### src/rtl/fetch_ctrl_if.sv
// fetch_ctrl_if: program counter, memory, decoder and redirect signals of the fetch controller
interface fetch_ctrl_if;
  logic [15:0] pc_count;
  logic        pc_ld;
  logic        pc_inc;
  logic [15:0] pc_din;
  logic        mem_rd_req;
  logic [15:0] mem_addr;
  logic        mem_rd_ack;
  logic [7:0]  mem_dout;
  logic        ir_valid;
  logic [7:0]  ir_data;
  logic        ir_ready;
  logic        br_valid;
  logic        br_rel;
  logic [15:0] br_addr;
  logic [7:0]  br_offs;
  logic        int_req;
  logic [2:0]  int_vec;
  logic        int_ack;
  logic        halt;
  modport master (
    input  pc_count, mem_rd_ack, mem_dout, ir_ready, br_valid, br_rel, br_addr, br_offs,
           int_req, int_vec, halt,
    output pc_ld, pc_inc, pc_din, mem_rd_req, mem_addr, ir_valid, ir_data, int_ack
  );
  modport slave (
    output pc_count, mem_rd_ack, mem_dout, ir_ready, br_valid, br_rel, br_addr, br_offs,
           int_req, int_vec, halt,
    input  pc_ld, pc_inc, pc_din, mem_rd_req, mem_addr, ir_valid, ir_data, int_ack
  );
endinterface

### src/rtl/fetch_ctrl.sv
// fetch_ctrl: byte fetch sequencer driving an external program counter, with branch, interrupt and halt handling
module fetch_ctrl #(
  parameter logic [15:0] RESET_VECTOR = 16'h0000,
  parameter logic [15:0] INT_BASE     = 16'h0040
) (
  input logic         fc_clk,
  input logic         fc_rst_n,
  fetch_ctrl_if.master bus
);
  typedef enum logic [1:0] {LOAD, REQ, HOLD, HALTED} state_t;
  state_t      state, state_nxt;
  logic        ir_valid, ir_valid_nxt, halt_pend, halt_pend_nxt;
  logic [7:0]  ir_data;
  logic        req, int_ok, halting, capture, pc_ld, pc_inc, int_ack;
  logic [15:0] pc_din, br_tgt, int_tgt;
  always_comb begin
    req = state == REQ && (!ir_valid || bus.ir_ready);
    br_tgt = bus.br_rel ? bus.pc_count + {{8{bus.br_offs[7]}}, bus.br_offs} : bus.br_addr;
    int_tgt = INT_BASE + {10'd0, bus.int_vec, 3'd0};
    int_ok = bus.int_req && bus.int_vec <= 3'd4 && !bus.br_valid && (!ir_valid || bus.ir_ready);
    halting = bus.halt || halt_pend;
    state_nxt = state;
    ir_valid_nxt = ir_valid;
    halt_pend_nxt = halt_pend;
    capture = 1'b0;
    pc_ld = 1'b0;
    pc_inc = 1'b0;
    pc_din = '0;
    int_ack = 1'b0;
    if (state == LOAD) begin
      pc_ld = 1'b1;
      pc_din = RESET_VECTOR;
      state_nxt = REQ;
    end else if (bus.br_valid || int_ok) begin
      pc_ld = 1'b1;
      pc_din = bus.br_valid ? br_tgt : int_tgt;
      int_ack = !bus.br_valid;
      state_nxt = REQ;
      ir_valid_nxt = 1'b0;
      halt_pend_nxt = 1'b0;
    end else if (halting && state != HALTED) begin
      // an in-flight read must see its ack before halting; the fetched byte is dropped
      halt_pend_nxt = req && !bus.mem_rd_ack;
      ir_valid_nxt = 1'b0;
      state_nxt = (req && !bus.mem_rd_ack) ? REQ : HALTED;
    end else if (state == HOLD) begin
      state_nxt = bus.ir_ready ? REQ : HOLD;
      ir_valid_nxt = !bus.ir_ready;
    end else if (state == REQ) begin
      capture = req && bus.mem_rd_ack;
      pc_inc = capture;
      ir_valid_nxt = capture || (ir_valid && !bus.ir_ready);
      state_nxt = (ir_valid && !bus.ir_ready) ? HOLD : REQ;
    end
  end
  always_ff @(posedge fc_clk or negedge fc_rst_n)
    if (!fc_rst_n) begin
      state <= LOAD;
      ir_valid <= 1'b0;
      ir_data <= '0;
      halt_pend <= 1'b0;
    end else begin
      state <= state_nxt;
      ir_valid <= ir_valid_nxt;
      halt_pend <= halt_pend_nxt;
      if (capture) ir_data <= bus.mem_dout;
    end
  // reset forces every output low without waiting for a clock
  assign bus.pc_ld      = fc_rst_n && pc_ld;
  assign bus.pc_inc     = fc_rst_n && pc_inc;
  assign bus.pc_din     = fc_rst_n ? pc_din : '0;
  assign bus.mem_rd_req = fc_rst_n && req;
  assign bus.mem_addr   = fc_rst_n ? bus.pc_count : '0;
  assign bus.int_ack    = fc_rst_n && int_ack;
  assign bus.ir_valid   = ir_valid;
  assign bus.ir_data    = ir_data;
endmodule

### src/flat_wrapper.sv
// flat-port wrapper written by rule: the top's interface ports become plain ports
module fetch_ctrl_flat 
#(
  parameter logic [15:0] RESET_VECTOR = 16'h0000,
  parameter logic [15:0] INT_BASE     = 16'h0040
)
  (fc_clk, fc_rst_n, bus_pc_count, bus_mem_rd_ack, bus_mem_dout, bus_ir_ready, bus_br_valid, bus_br_rel, bus_br_addr, bus_br_offs, bus_int_req, bus_int_vec, bus_halt, bus_pc_ld, bus_pc_inc, bus_pc_din, bus_mem_rd_req, bus_mem_addr, bus_ir_valid, bus_ir_data, bus_int_ack);
  fetch_ctrl_if bus_i ();
  input logic fc_clk;
  input logic fc_rst_n;
  input wire logic [$bits(bus_i.pc_count)-1:0] bus_pc_count;
  input wire logic [$bits(bus_i.mem_rd_ack)-1:0] bus_mem_rd_ack;
  input wire logic [$bits(bus_i.mem_dout)-1:0] bus_mem_dout;
  input wire logic [$bits(bus_i.ir_ready)-1:0] bus_ir_ready;
  input wire logic [$bits(bus_i.br_valid)-1:0] bus_br_valid;
  input wire logic [$bits(bus_i.br_rel)-1:0] bus_br_rel;
  input wire logic [$bits(bus_i.br_addr)-1:0] bus_br_addr;
  input wire logic [$bits(bus_i.br_offs)-1:0] bus_br_offs;
  input wire logic [$bits(bus_i.int_req)-1:0] bus_int_req;
  input wire logic [$bits(bus_i.int_vec)-1:0] bus_int_vec;
  input wire logic [$bits(bus_i.halt)-1:0] bus_halt;
  output wire logic [$bits(bus_i.pc_ld)-1:0] bus_pc_ld;
  output wire logic [$bits(bus_i.pc_inc)-1:0] bus_pc_inc;
  output wire logic [$bits(bus_i.pc_din)-1:0] bus_pc_din;
  output wire logic [$bits(bus_i.mem_rd_req)-1:0] bus_mem_rd_req;
  output wire logic [$bits(bus_i.mem_addr)-1:0] bus_mem_addr;
  output wire logic [$bits(bus_i.ir_valid)-1:0] bus_ir_valid;
  output wire logic [$bits(bus_i.ir_data)-1:0] bus_ir_data;
  output wire logic [$bits(bus_i.int_ack)-1:0] bus_int_ack;
  assign bus_i.pc_count = bus_pc_count;
  assign bus_i.mem_rd_ack = bus_mem_rd_ack;
  assign bus_i.mem_dout = bus_mem_dout;
  assign bus_i.ir_ready = bus_ir_ready;
  assign bus_i.br_valid = bus_br_valid;
  assign bus_i.br_rel = bus_br_rel;
  assign bus_i.br_addr = bus_br_addr;
  assign bus_i.br_offs = bus_br_offs;
  assign bus_i.int_req = bus_int_req;
  assign bus_i.int_vec = bus_int_vec;
  assign bus_i.halt = bus_halt;
  assign bus_pc_ld = bus_i.pc_ld;
  assign bus_pc_inc = bus_i.pc_inc;
  assign bus_pc_din = bus_i.pc_din;
  assign bus_mem_rd_req = bus_i.mem_rd_req;
  assign bus_mem_addr = bus_i.mem_addr;
  assign bus_ir_valid = bus_i.ir_valid;
  assign bus_ir_data = bus_i.ir_data;
  assign bus_int_ack = bus_i.int_ack;
  fetch_ctrl #(.RESET_VECTOR(RESET_VECTOR), .INT_BASE(INT_BASE)) u_core (.fc_clk(fc_clk), .fc_rst_n(fc_rst_n), .bus(bus_i));
endmodule
### config.mk
export PLATFORM = sky130hd
export DESIGN_NAME = fetch_ctrl_flat
export DESIGN_NICKNAME = d
export VERILOG_FILES = /design/src/rtl/fetch_ctrl_if.sv /design/src/rtl/fetch_ctrl.sv /design/src/flat_wrapper.sv
export SDC_FILE = /design/constraint.sdc
export NUM_CORES = 1
export LEC_CHECK = 0
export ABC_AREA = 1
export BUFFER_PORTS_ARGS = -buffer_cell sky130_fd_sc_hd__buf_4
export CAP_MARGIN = 25
export CELL_PAD_IN_SITES_DETAIL_PLACEMENT = 1
export CELL_PAD_IN_SITES_GLOBAL_PLACEMENT = 1
export CORE_MARGIN = 3
export CORE_UTILIZATION = 29
export DETAILED_ROUTE_END_ITERATION = 10
export PLACE_DENSITY_LB_ADDON = 0.1
export SYNTH_ARGS = -nofsm -noshare
export SYNTH_HDL_FRONTEND = slang
export SYNTH_SLANG_ARGS = --single-unit
### constraint.sdc
create_clock -name fc_clk -period 3.6 [get_ports fc_clk]
set_clock_uncertainty 0.15 [all_clocks]
set_input_delay 0.9 -clock fc_clk [delete_from_list [all_inputs] [get_ports fc_clk]]
set_output_delay 0.9 -clock fc_clk [all_outputs]
set_load 0.01 [all_outputs]
==> run summary, run 1 <==
The average detailed-routed wire length per instance is 12.4 µm. The initial utilization of the core area, before any placement, comes to 0.309. The final HPWL from detailed placement is 5990 µm. The leakage power figure came out at ~1.9 nW. The total clock sinks came out at 12. In this run the worst hold path is classified as register to register. The number of DRC markers in iteration 0 is 71.

STA puts the critical path data arrival time at 2.42 ns. Max-cap violations in this run came to 0. For this run, the leading register cell type out of synthesis is dfrtp_1. After synthesis, the share of flip-flops with an asynchronous set or reset is 1.00. Measured along the x axis, the die boundary spans 89.7 µm. The worst setup path is launched from an input port. The initial antenna violation count came to 0. In the post-route analysis, the smallest setup slack over all paths is around 0.13 ns.

Synthesis inferred 12 register bits. The detailed router placed 2558 vias in this run. The total power is 0.815 mW.

The number of global-route vias before repair is 2608. Across every metal layer, demand over resource in global routing totals 0.177. Setup slack on the worst reg-to-reg path comes out at 1.88 ns. Of the cells placed in the final design, the portion with a size suffix greater than 1 is 0.289.

The power per cell area is 275 nW/µm². The first global-routing pass estimated approximately 12000 µm of wire. The count of nets left with antenna violations once routing finished came out at 0. The normalized max-slew margin came out at 0.756. After synthesis, the netlist uses 32 different library cells. The run finished with clean final reports. Global routing finished with a remaining overflow of 0. The count of warnings emitted by yosys is 0. The critical path goes through buf_4, ha_2, fa_2, nand2_1, nand2_1, and2_4, nand2_1, nand2_1, xnor2_1, nand2_1, nand2_1, inv_1, buf_4.

The worst-case IR drop observed on VDD is 229 µV. Based on the critical path, the design can be clocked at up to 288 MHz. The number of hold-slack violations in the final timing report came out at 0.

The worst slack at placement is 0.0224 ns. The minimum hold slack came out at 0.343 ns. Dividing the final minimum period by the clock period gives 0.963.

The clock latency of the later-clocked register in the worst-skew pair came out at around 0.24 ns. The area of the core region is 6570 µm². After clock tree synthesis, the repair step resized 0 gates.

The final period demand of the worst path is 3.47 ns. Once the clock tree was built, the setup fixing pass inserted 0 buffers. STA puts the critical path data required time at 2.55 ns. The H-tree depth came out at 1.

The pin slew with the least headroom to its limit came out at 0.365 ns. The count of final max-slew check failures came out at 0. Entering global routing, the biggest net connects 30 pins. Clock-pin slew was measured on the worst setup and hold paths at 0.05 ns. The maximum number of buffers from clock root to sink came out at 2. The number of CTS-inserted buffers is 3.

The number of nets produced by synthesis came out at approximately 450. The total die area is 8040 µm². The DRC violations left came out at 0. Synthesis handed over a netlist of 372 instances.

The critical path is of the input port to output pin type. In this run the mean area of a mapped cell was 5.46 µm². The TritonCTS clock tree is yes. The sequential-to-total area share from yosys stat came out at 0.148. Yosys mapped a number of flops with a built-in enable equal to 0. The worst setup path is captured at an output pin. The number of buffers inserted by port buffering came out at 103.

The routability-driven placement congestion ratio came out at approximately 0.84. The height of the die is 89.7 µm. In the final design database the tool counted 550 nets.

Row generation in the floorplan step produced 29 rows. Among the stages of the critical path, the cell type that occurs most often is nand2_1. Of all nets on the critical path, the largest fanout is 3. The netlist area before placement came out at just over 2000 µm². The largest incremental delay on the critical path came out at 0.34 ns. The via density per instance came out at 4.51. The final setup violation count came out at 0. between 100 and 150 I/O pins were placed.

The critical-path cell with the highest stage delay is fa_2. The first-pass iteration count of the detailed router is 4. For this block, the routed nets add up to 7040 µm of wire. From synthesis to final layout, the design area changed by 46.1%. The number of buffers added to fix hold violations after cts is 0. The tree is rooted in a clkbuf_8. The number of inserted diodes came out at 0.
area by class of cell:
class,count,area (µm²)
inverter,77,289
clock buffer,4,55.1
tap,93,116
multi-input combinational,276,1420
sequential,12,300
fill,939,3600
timing repair buffer,105,788
logic make-up after synthesis:
family	share of synthesized area
buf+inv	0.168
simple gates	0.475
compound gates	0.0856
fa+ha+maj	0.102
xor+xnor	0.0216
flops	0.148
layer usage:
layer	track usage	share of wire	vias to the layer above
li1	-	-	1332
met1	0.230	0.44	1155
met2	0.313	0.49	69
met3	0.0420	0.071	2
met4	0.00812	0.00085	0
met5	0	0	-
state kept, by name (all words and copies together), names as in the netlist:
signal and flops:
u_core.bus.ir_data 8, u_core.bus.ir_valid 1, u_core.halt_pend 1, u_core.state 2
cells in the final DEF (no fill, tap or decap), types with 3 or more instances in the layout:
cell,instances
nor2_2,4
a21oi_1,12
buf_4,105
nand2_1,140
nor3_1,3
xnor2_1,3
inv_1,75
nand3_1,22
nand4_1,3
dfrtp_1,12
nor2_1,33
ha_1,13
clkbuf_8,4
o21ai_0,8
nand2_2,6
o21ai_1,8
cell usage after synthesis, types with 3 or more instances:
| cell type | number | share of area |
|---|---|---|
| ha_1 | 15 | 0.092 |
| dfrtp_1 | 12 | 0.15 |
| a21oi_1 | 13 | 0.032 |
| nor2_1 | 33 | 0.061 |
| buf_6 | 3 | 0.017 |
| nand4_1 | 3 | 0.0092 |
| nand3_1 | 24 | 0.059 |
| inv_1 | 75 | 0.14 |
| nor3_1 | 3 | 0.0074 |
| o21ai_1 | 8 | 0.020 |
| nand2_2 | 4 | 0.012 |
| o21ai_0 | 8 | 0.020 |
| xnor2_1 | 3 | 0.013 |
| nor2_2 | 4 | 0.012 |
| nand2_1 | 142 | 0.26 |
critical path: cells and delay by family:
| kind | cells | cell delay [ns] |
|---|---|---|
| xor gates and xnor gates | 1 | 0.15 |
| and+or+nand+nor | 7 | 0.56 |
| adders and majority gates | 2 | 0.53 |
| buffers and inverters | 3 | 0.28 |
per-stage QoR:
stage | area, µm² | utilization | TNS (ns) | instances
6_report | 2970 | 0.452 | 0 | 567
5_1_grt | 2970 | 0.452 | -0.00300 | 567
4_1_cts | 2940 | 0.448 | 0 | 567
3_5_place_dp | 2880 | 0.439 | 0 | 563
3_3_place_gp | 2880 | 0.439 | 0 | 563
2_1_floorplan | 2030 | - | 0 | 372
final timing paths:
path	depth (start not counted)	from	end
setup reg to reg	6	u_core.bus.ir_valid	u_core.halt_pend
hold reg to reg	2	u_core.bus.ir_data[5]	u_core.bus.ir_data[5]
hold / removal	2	u_core.bus.ir_data[5]	u_core.bus.ir_data[5]
setup / recovery	13	bus_br_offs[0]	bus_pc_din[8]
min in group asynchronous	2	fc_rst_n	u_core.state[1]
max in group asynchronous	2	fc_rst_n	u_core.bus.ir_data[0]
power by group:
part           switching, mW  internal, mW  leakage [nW]
Combinational          0.253         0.213          1.72
Sequential            0.0263         0.175         0.149
Clock                 0.0512        0.0967        0.0288
Total                  0.330         0.484          1.90
Power figures use the tool's default switching activity.
==> run 2: changes to the inputs <==
--- a/config.mk
+++ b/config.mk
@@ -10,10 +10,9 @@
 export CAP_MARGIN = 25
 export CELL_PAD_IN_SITES_DETAIL_PLACEMENT = 1
 export CELL_PAD_IN_SITES_GLOBAL_PLACEMENT = 1
-export CORE_MARGIN = 3
 export CORE_UTILIZATION = 29
 export DETAILED_ROUTE_END_ITERATION = 10
-export PLACE_DENSITY_LB_ADDON = 0.1
+export PLACE_DENSITY = 0.78
 export SYNTH_ARGS = -nofsm -noshare
 export SYNTH_HDL_FRONTEND = slang
 export SYNTH_SLANG_ARGS = --single-unit
==> run summary, run 2 (synthesis results as in run 1) <==
The run finished with clean final reports. The critical path starts at bus_br_offs[0]. The area of the core region came out at 6790 µm² (+3.4%). The design internal power was 0.485 mW (+0.20%). The total die area was 7340 µm² (-8.7%). The number of buffers inserted by port buffering is 103 (unchanged). The H-tree depth came out at 1 (unchanged). STA classifies the critical path startpoint as an input port.

The average detailed-routed wire length per instance is 12.4 µm (-0.54%). The final worst-path setup slack came out at 0.105 ns (-0.0281 ns). The register clock-pin slew on the reported worst setup and hold paths came out at 0.06 ns (about the same). The final period demand of the worst path is 3.50 ns (+0.0281 ns).

The sequential share of power came out at 0.244 (-0.002). The clock latency of the later-clocked register in the worst-skew pair came out at 0.25 ns (about the same). The routed length on met1 came out at 3140 µm (+1.6%). The number of CTS-inserted buffers came out at 3 (unchanged). The part of the power in combinational logic is 0.568 (-0.004).

The DRC violations left came out at 0 (unchanged). The total clock sinks is 12 (unchanged). The area overhead of the layout relative to synthesis came to 46.2% (about the same). The launch instance of the worst min-delay path is u_core.bus.ir_data[1].

The net count reported at finish came out at 550 (unchanged). The number of ports placed on the die boundary was 104 (unchanged). The number of placement rows came to 30 (+3.4%). The total track usage came out at 0.197 (+0.0192). The final HPWL from detailed placement is 5990 µm (about the same).

The residual overflow from global routing is 0 (unchanged). The net switching power came out at 0.340 mW (+3.0%). The total met3 wirelength after detailed routing is 292 µm (-41%). STA classifies the critical path endpoint as an output pin. The type of the worst min-delay path is register to register.

The number of global-route vias before repair is 2605 (-0.12%). In the layout the commonest cells are nand2_1 (139), buf_4 (105), inv_1 (75), nor2_1 (33), nand3_1 (23). The part of the cycle the worst path needs is 0.971 (+0.00781).

The height of the die is 85.7 µm (-4.5%). The starting density of the core is 0.299 (-0.0103). Setup repair after global routing could not meet its margin everywhere. The most common cell after layout, fill and taps aside is nand2_1.

The end-of-flow core utilization came out at 0.437 (-0.0147). The largest registers in the layout are u_core.bus.ir_data: 8 flops, u_core.state: 2 flops. The maximum frequency from static timing analysis came to 286 MHz (-0.80%). The fraction of final layout cells sized beyond drive strength 1 is 0.291 (+0.00211). The amount of wire on met2 after detailed routing came to 3570 µm (+3.5%). The maximum number of buffers from clock root to sink was 2 (unchanged). The total vias in the final route was 2580 (+0.86%). The minimum hold slack is 0.336 ns (-0.00700 ns). The pin slew with the least headroom to its limit is 0.360 ns (-0.00518 ns).

The routed wire length is 7040 µm (about the same). The die width came out at 85.7 µm (-4.5%). The number of DRC markers in iteration 0 came out at 53 (-25%). The wire length of the first global-routing pass is 11900 µm (+1.9%). The largest net degree at the start of global routing came out at 30 (unchanged). The number of nets with antenna violations after routing is 0 (unchanged). The routability-driven placement congestion ratio came out at 0.850 (+0.96%).

The required arrival time at the worst endpoint is 2.55 ns (about the same). The final non-filler cell area was 2970 µm² (about the same). The via density per instance is 4.53 (+0.33%). The power per cell area is 278 nW/µm² (+1.3%). The number of buffers added to fix hold violations after cts came out at 0 (unchanged).

The normalized max-slew margin came out at 0.759 (+0.00347). TritonCTS built the clock tree. The largest fanout on the critical path is 3 (unchanged).

The largest register by flop count is u_core.bus.ir_data. The standard cell area after detailed placement is 2890 µm² (+0.13%). The top layer used by detailed routing is met4. The setup TNS after final layout came out at 0 ns (unchanged). The setup path with the least slack is of type input port to output pin. The reg-to-reg critical path startpoint is u_core.bus.ir_valid.

The number of cells in the finished layout apart from fillers came out at 570 (+0.53%). The number of hold-slack violations in the final timing report came out at 0 (unchanged). The worst slack at placement came out at -0.0124 ns (-0.0348 ns). The count of final max-slew check failures came out at 0 (unchanged). The layout filler cell count is 956 (+1.8%). The first-pass iteration count of the detailed router came out at 4 (unchanged). The clock power share was 0.188 (+0.006). The tree is rooted in a clkbuf_8. The initial antenna violation count is 0 (unchanged). The critical path arrival is 2.45 ns (+0.03 ns).

The total power is 0.826 mW (+1.4%). The number of inserted diodes came out at 0 (unchanged). The number of max-cap violations is 0 (unchanged).

The maximum vdd drop is 193 µV (-16%). The leakage power figure came out at 1.89 nW (-0.16%). The post-placement cell count is 566 (+0.53%).

The number of flip-flops in the largest register came to 8 (unchanged). The switching fraction of total power is 0.412 (+0.00674). The final setup violation count came out at 0 (unchanged).
-- run 2: cell type report --
cell class | instances | area [µm²] | area share
flip-flops and latches | 12 | 300 | 0.101
inverters | 77 | 289 | 0.0973
repair buffers | 105 | 788 | 0.265
multi-input cells | 276 | 1420 | 0.477
clock buffers | 4 | 55.1 | 0.0185
well taps | 96 | 120 | 0.0405
-- run 2: power by group through the flow --
| stage | sequential (mW) | combinational [mW] | clock [mW] |
|---|---|---|---|
| 2_1_floorplan | 0.215 | 0.243 | 0 |
| 3_3_place_gp | 0.199 | 0.457 | 0 |
| 3_5_place_dp | 0.203 | 0.470 | 0 |
| 4_1_cts | 0.201 | 0.473 | 0.158 |
| 5_1_grt | 0.207 | 0.530 | 0.164 |
| 6_report | 0.201 | 0.469 | 0.155 |
-- run 2: worst paths after layout --
path | to | slack, ns | depth (start not counted)
worst max-delay path | bus_pc_din[8] | 0.10 | 13
worst min-delay path | u_core.bus.ir_data[1] | 0.34 | 2
worst max register to register | u_core.halt_pend | 1.97 | 6
worst min register to register | u_core.bus.ir_data[1] | 0.34 | 2
max in group asynchronous | u_core.bus.ir_data[0] | 2.53 | 2
min in group asynchronous | u_core.state[1] | 0.50 | 2
-- run 2: critical path, cell delays in order --
cell	delay (ns)
buf_4	0.11
ha_2	0.19
fa_2	0.35
nand2_2	0.08
nand2_1	0.08
and2_4	0.16
nand2_1	0.05
nand2_1	0.06
xnor2_1	0.15
nand2_1	0.08
nand2_1	0.07
inv_1	0.03
buf_4	0.13
-- run 2: what timing repair did --
action,CTS,global route
gates resized for setup,1,9
setup endpoints to repair,1,7
pin swaps,0,1
buffers inserted,0,0
-- run 2: per-layer routing --
| metal | GRT usage | vias to the layer above |
|---|---|---|
| met3 | 0.0260 | 4 |
| met2 | 0.377 | 65 |
| met5 | 0 | - |
| met4 | 0.0182 | 0 |
| met1 | 0.241 | 1181 |
| li1 | - | 1330 |
==> run 3: changes to the inputs <==
--- a/config.mk
+++ b/config.mk
@@ -10,9 +10,10 @@
 export CAP_MARGIN = 25
 export CELL_PAD_IN_SITES_DETAIL_PLACEMENT = 1
 export CELL_PAD_IN_SITES_GLOBAL_PLACEMENT = 1
-export CORE_UTILIZATION = 29
+export CORE_UTILIZATION = 26
 export DETAILED_ROUTE_END_ITERATION = 10
-export PLACE_DENSITY = 0.78
+export PLACE_DENSITY = 0.74
+export REMOVE_ABC_BUFFERS = 1
 export SYNTH_ARGS = -nofsm -noshare
 export SYNTH_HDL_FRONTEND = slang
 export SYNTH_SLANG_ARGS = --single-unit
==> constraint.sdc (replaced) <==
create_clock -name fc_clk -period 2.82 [get_ports fc_clk]
set_clock_uncertainty 0.15 [all_clocks]
set_input_delay 0.705 -clock fc_clk [delete_from_list [all_inputs] [get_ports fc_clk]]
set_output_delay 0.705 -clock fc_clk [all_outputs]
set_load 0.01 [all_outputs]
==> run summary, run 3 (synthesis results as in run 1) <==
Leaving out fill and tap cells, the most frequent cell in the layout is buf_4. The residual overflow from global routing came out at 0 (unchanged). The final worst-path setup slack came out at -0.297 ns (-0.402 ns). The final non-filler cell area came out at 3650 µm² (+23%). The final period demand of the worst path is roughly 3.1 ns. The height of the die is 90.4 µm (+5.5%). The normalized max-slew margin was 0.744 (-0.0148). The critical path arrival is 2.26 ns (-0.19 ns).

From synthesis to final layout, the design area changed by 79.5%. The type of the worst min-delay path is register to register. The count of final max-slew check failures came out at 0 (unchanged). The net count reported at finish was 575 (+4.5%).

The required arrival time at the worst endpoint came out at 1.97 ns (-0.58 ns). The number of CTS-inserted buffers came to 3 (unchanged). The largest incremental delay on the critical path came out at 0.34 ns (about the same). The number of ports placed on the die boundary is 104 (unchanged).

The final HPWL from detailed placement came out at 6280 µm (+4.9%). The worst setup path is launched from an input port. The signal on the critical path passes through buf_8, ha_4, fa_2, nand2_2, nand2_2, and2_4, xnor2_1, o21ai_1, nand2_1, inv_1, buf_4. The number of buffers added to fix hold violations after cts came out at 0 (unchanged). The average detailed-routed wire length per instance is 13.7 µm (+11%).

The pin slew with the least headroom to its limit was 0.382 ns (+0.0221 ns). The register clock-pin slew on the reported worst setup and hold paths is 0.05 ns (about the same). The DRC violations left is 0 (unchanged). The number of buffers inserted by port buffering is 103 (unchanged). The total vias in the final route came out at 2736 (+6.0%). The die width was 90.4 µm (+5.5%).

The number of placement rows is 31 (+3.3%). The H-tree depth was 1 (unchanged). The clock latency of the later-clocked register in the worst-skew pair is 0.25 ns (about the same).

Counting stages on the worst path, the most repeated cell is nand2_2. The launch instance of the worst min-delay path is u_core.bus.ir_data[4]. The total clock sinks is 12 (unchanged).

The number of max-cap violations came to 0 (unchanged). The via density per instance came out at 4.58 (+1.1%). TritonCTS built the clock tree. The first-pass iteration count of the detailed router came out at 4 (unchanged). The fraction of final layout cells sized beyond drive strength 1 came out at 0.485 (+0.194). The starting density of the core is 0.274 (-0.0248).

The leakage power figure came out at 2.10 nW (+11%). The master cell of the clock root buffer is clkbuf_8. The standard cell area after detailed placement was 3060 µm² (+5.8%). The largest net degree at the start of global routing is 30 (unchanged). The area of the core region came to 7410 µm² (+9.0%).

The number of flip-flops in the largest register is 8 (unchanged). The run finished, with violations left. The number of DRC markers in iteration 0 came out at 35 (-34%). The layout filler cell count came out at 997 (+4.3%). The power per cell area came out at 335 nW/µm² (+21%). The final reports fail on negative setup slack. The routed wire length is 8180 µm (+16%). The number of inserted diodes is 0 (unchanged).

Setup repair after global routing could not meet its margin everywhere. The number of nets with antenna violations after routing was 0 (unchanged). The reg-to-reg critical path startpoint is u_core.state[0]. The maximum frequency from static timing analysis is 321 MHz. The nature of the critical path endpoint is an output pin.

The critical-path cell with the highest stage delay is fa_2. The maximum vdd drop was 268 µV (+39%). The wire length of the first global-routing pass is 13100 µm (+10%).

The largest registers in the layout are u_core.bus.ir_data: 8 flops, u_core.state: 2 flops. Leaving out fill and tap cells, the most frequent cells in the layout are buf_4 (117), nand2_1 (101), inv_1 (64), nand2_2 (37), nor2_1 (31). The critical path is of the input port to output pin type.

The most critical setup path has its startpoint at bus_pc_count[0]. The total die area is 8170 µm² (+11%). The maximum number of buffers from clock root to sink came to 2 (unchanged).

The final setup violation count came out at 7 (+7). The number of hold-slack violations in the final timing report is 0 (unchanged). The largest fanout on the critical path came out at 3 (unchanged).

The largest register by flop count is u_core.bus.ir_data. The number of global-route vias before repair is 2854 (+9.6%). The initial antenna violation count came out at 0 (unchanged).

The minimum hold slack is 0.326 ns (-0.00925 ns). The routability-driven placement congestion ratio came out at 0.817 (-3.8%). Of the available clock period, the critical path in the final layout requires 1.11. The total track usage was 0.193 (-0.00405).
## run 3: worst max-delay path: cells and delay by family
| kind | cells | cell delay [ns] |
|---|---|---|
| fa+ha+maj | 2 | 0.49 |
| simple gates | 4 | 0.44 |
| buf+inv | 3 | 0.27 |
| xor+xnor | 1 | 0.23 |
| compound gates | 1 | 0.12 |
## run 3: metrics by stage
| step | setup slack, ns | utilization | cells | power [mW] | setup TNS [ns] |
|---|---|---|---|---|---|
| finish | -0.297 | 0.492 | 598 | 1.22 | -0.951 |
| global route | -0.351 | 0.492 | 598 | 1.32 | -1.83 |
| CTS | -0.190 | 0.455 | 595 | 1.15 | -1.15 |
| detailed placement | -0.420 | 0.413 | 591 | 0.897 | -3.38 |
| global placement | -0.342 | 0.413 | 591 | 0.877 | -2.81 |
| floorplan | -0.0341 | - | 365 | 0.570 | -0.0663 |
## run 3: final timing paths
path                       depth (start not counted)  slack (ns)               endpoint
setup / recovery                                  11       -0.30          bus_pc_din[4]
hold / removal                                     2        0.33  u_core.bus.ir_data[4]
setup reg to reg                                   7        1.25  u_core.bus.ir_data[3]
hold reg to reg                                    2        0.33  u_core.bus.ir_data[4]
max in group asynchronous                          2        1.88  u_core.bus.ir_data[0]
min in group asynchronous                          2        0.36        u_core.state[1]
## run 3: report_power, final
part / switching (mW) / internal (mW)
Clock: 0.0718 / 0.124
Sequential: 0.0314 / 0.223
Combinational: 0.400 / 0.373
Total: 0.503 / 0.720
## run 3: layout make-up
| class | instances | area [µm²] | area share |
|---|---|---|---|
| multi-input combinational | 276 | 1840 | 0.504 |
| timing repair buffer | 130 | 1040 | 0.286 |
| sequential | 12 | 300 | 0.0824 |
| inverter | 77 | 289 | 0.0793 |
| tap | 99 | 124 | 0.0340 |
| clock buffer | 4 | 55.1 | 0.0151 |
## run 3: timing repair
| action | 4_1_cts | 5_1_grt |
|---|---|---|
| resized for setup | 46 | 76 |
| gates cloned | 0 | 0 |
| endpoints found under the setup margin | 14 | 14 |
| setup buffers | 0 | 3 |
| pin swaps | 10 | 41 |
## run 3: layer usage
| layer | global-route usage | part of all wire | wire [µm] |
|---|---|---|---|
| met4 | 0.0282 | 0.014 | 116 |
| met1 | 0.215 | 0.40 | 3250 |
| met2 | 0.382 | 0.53 | 4360 |
| met3 | 0.0328 | 0.055 | 448 |
| met5 | 0 | 0 | 0 |
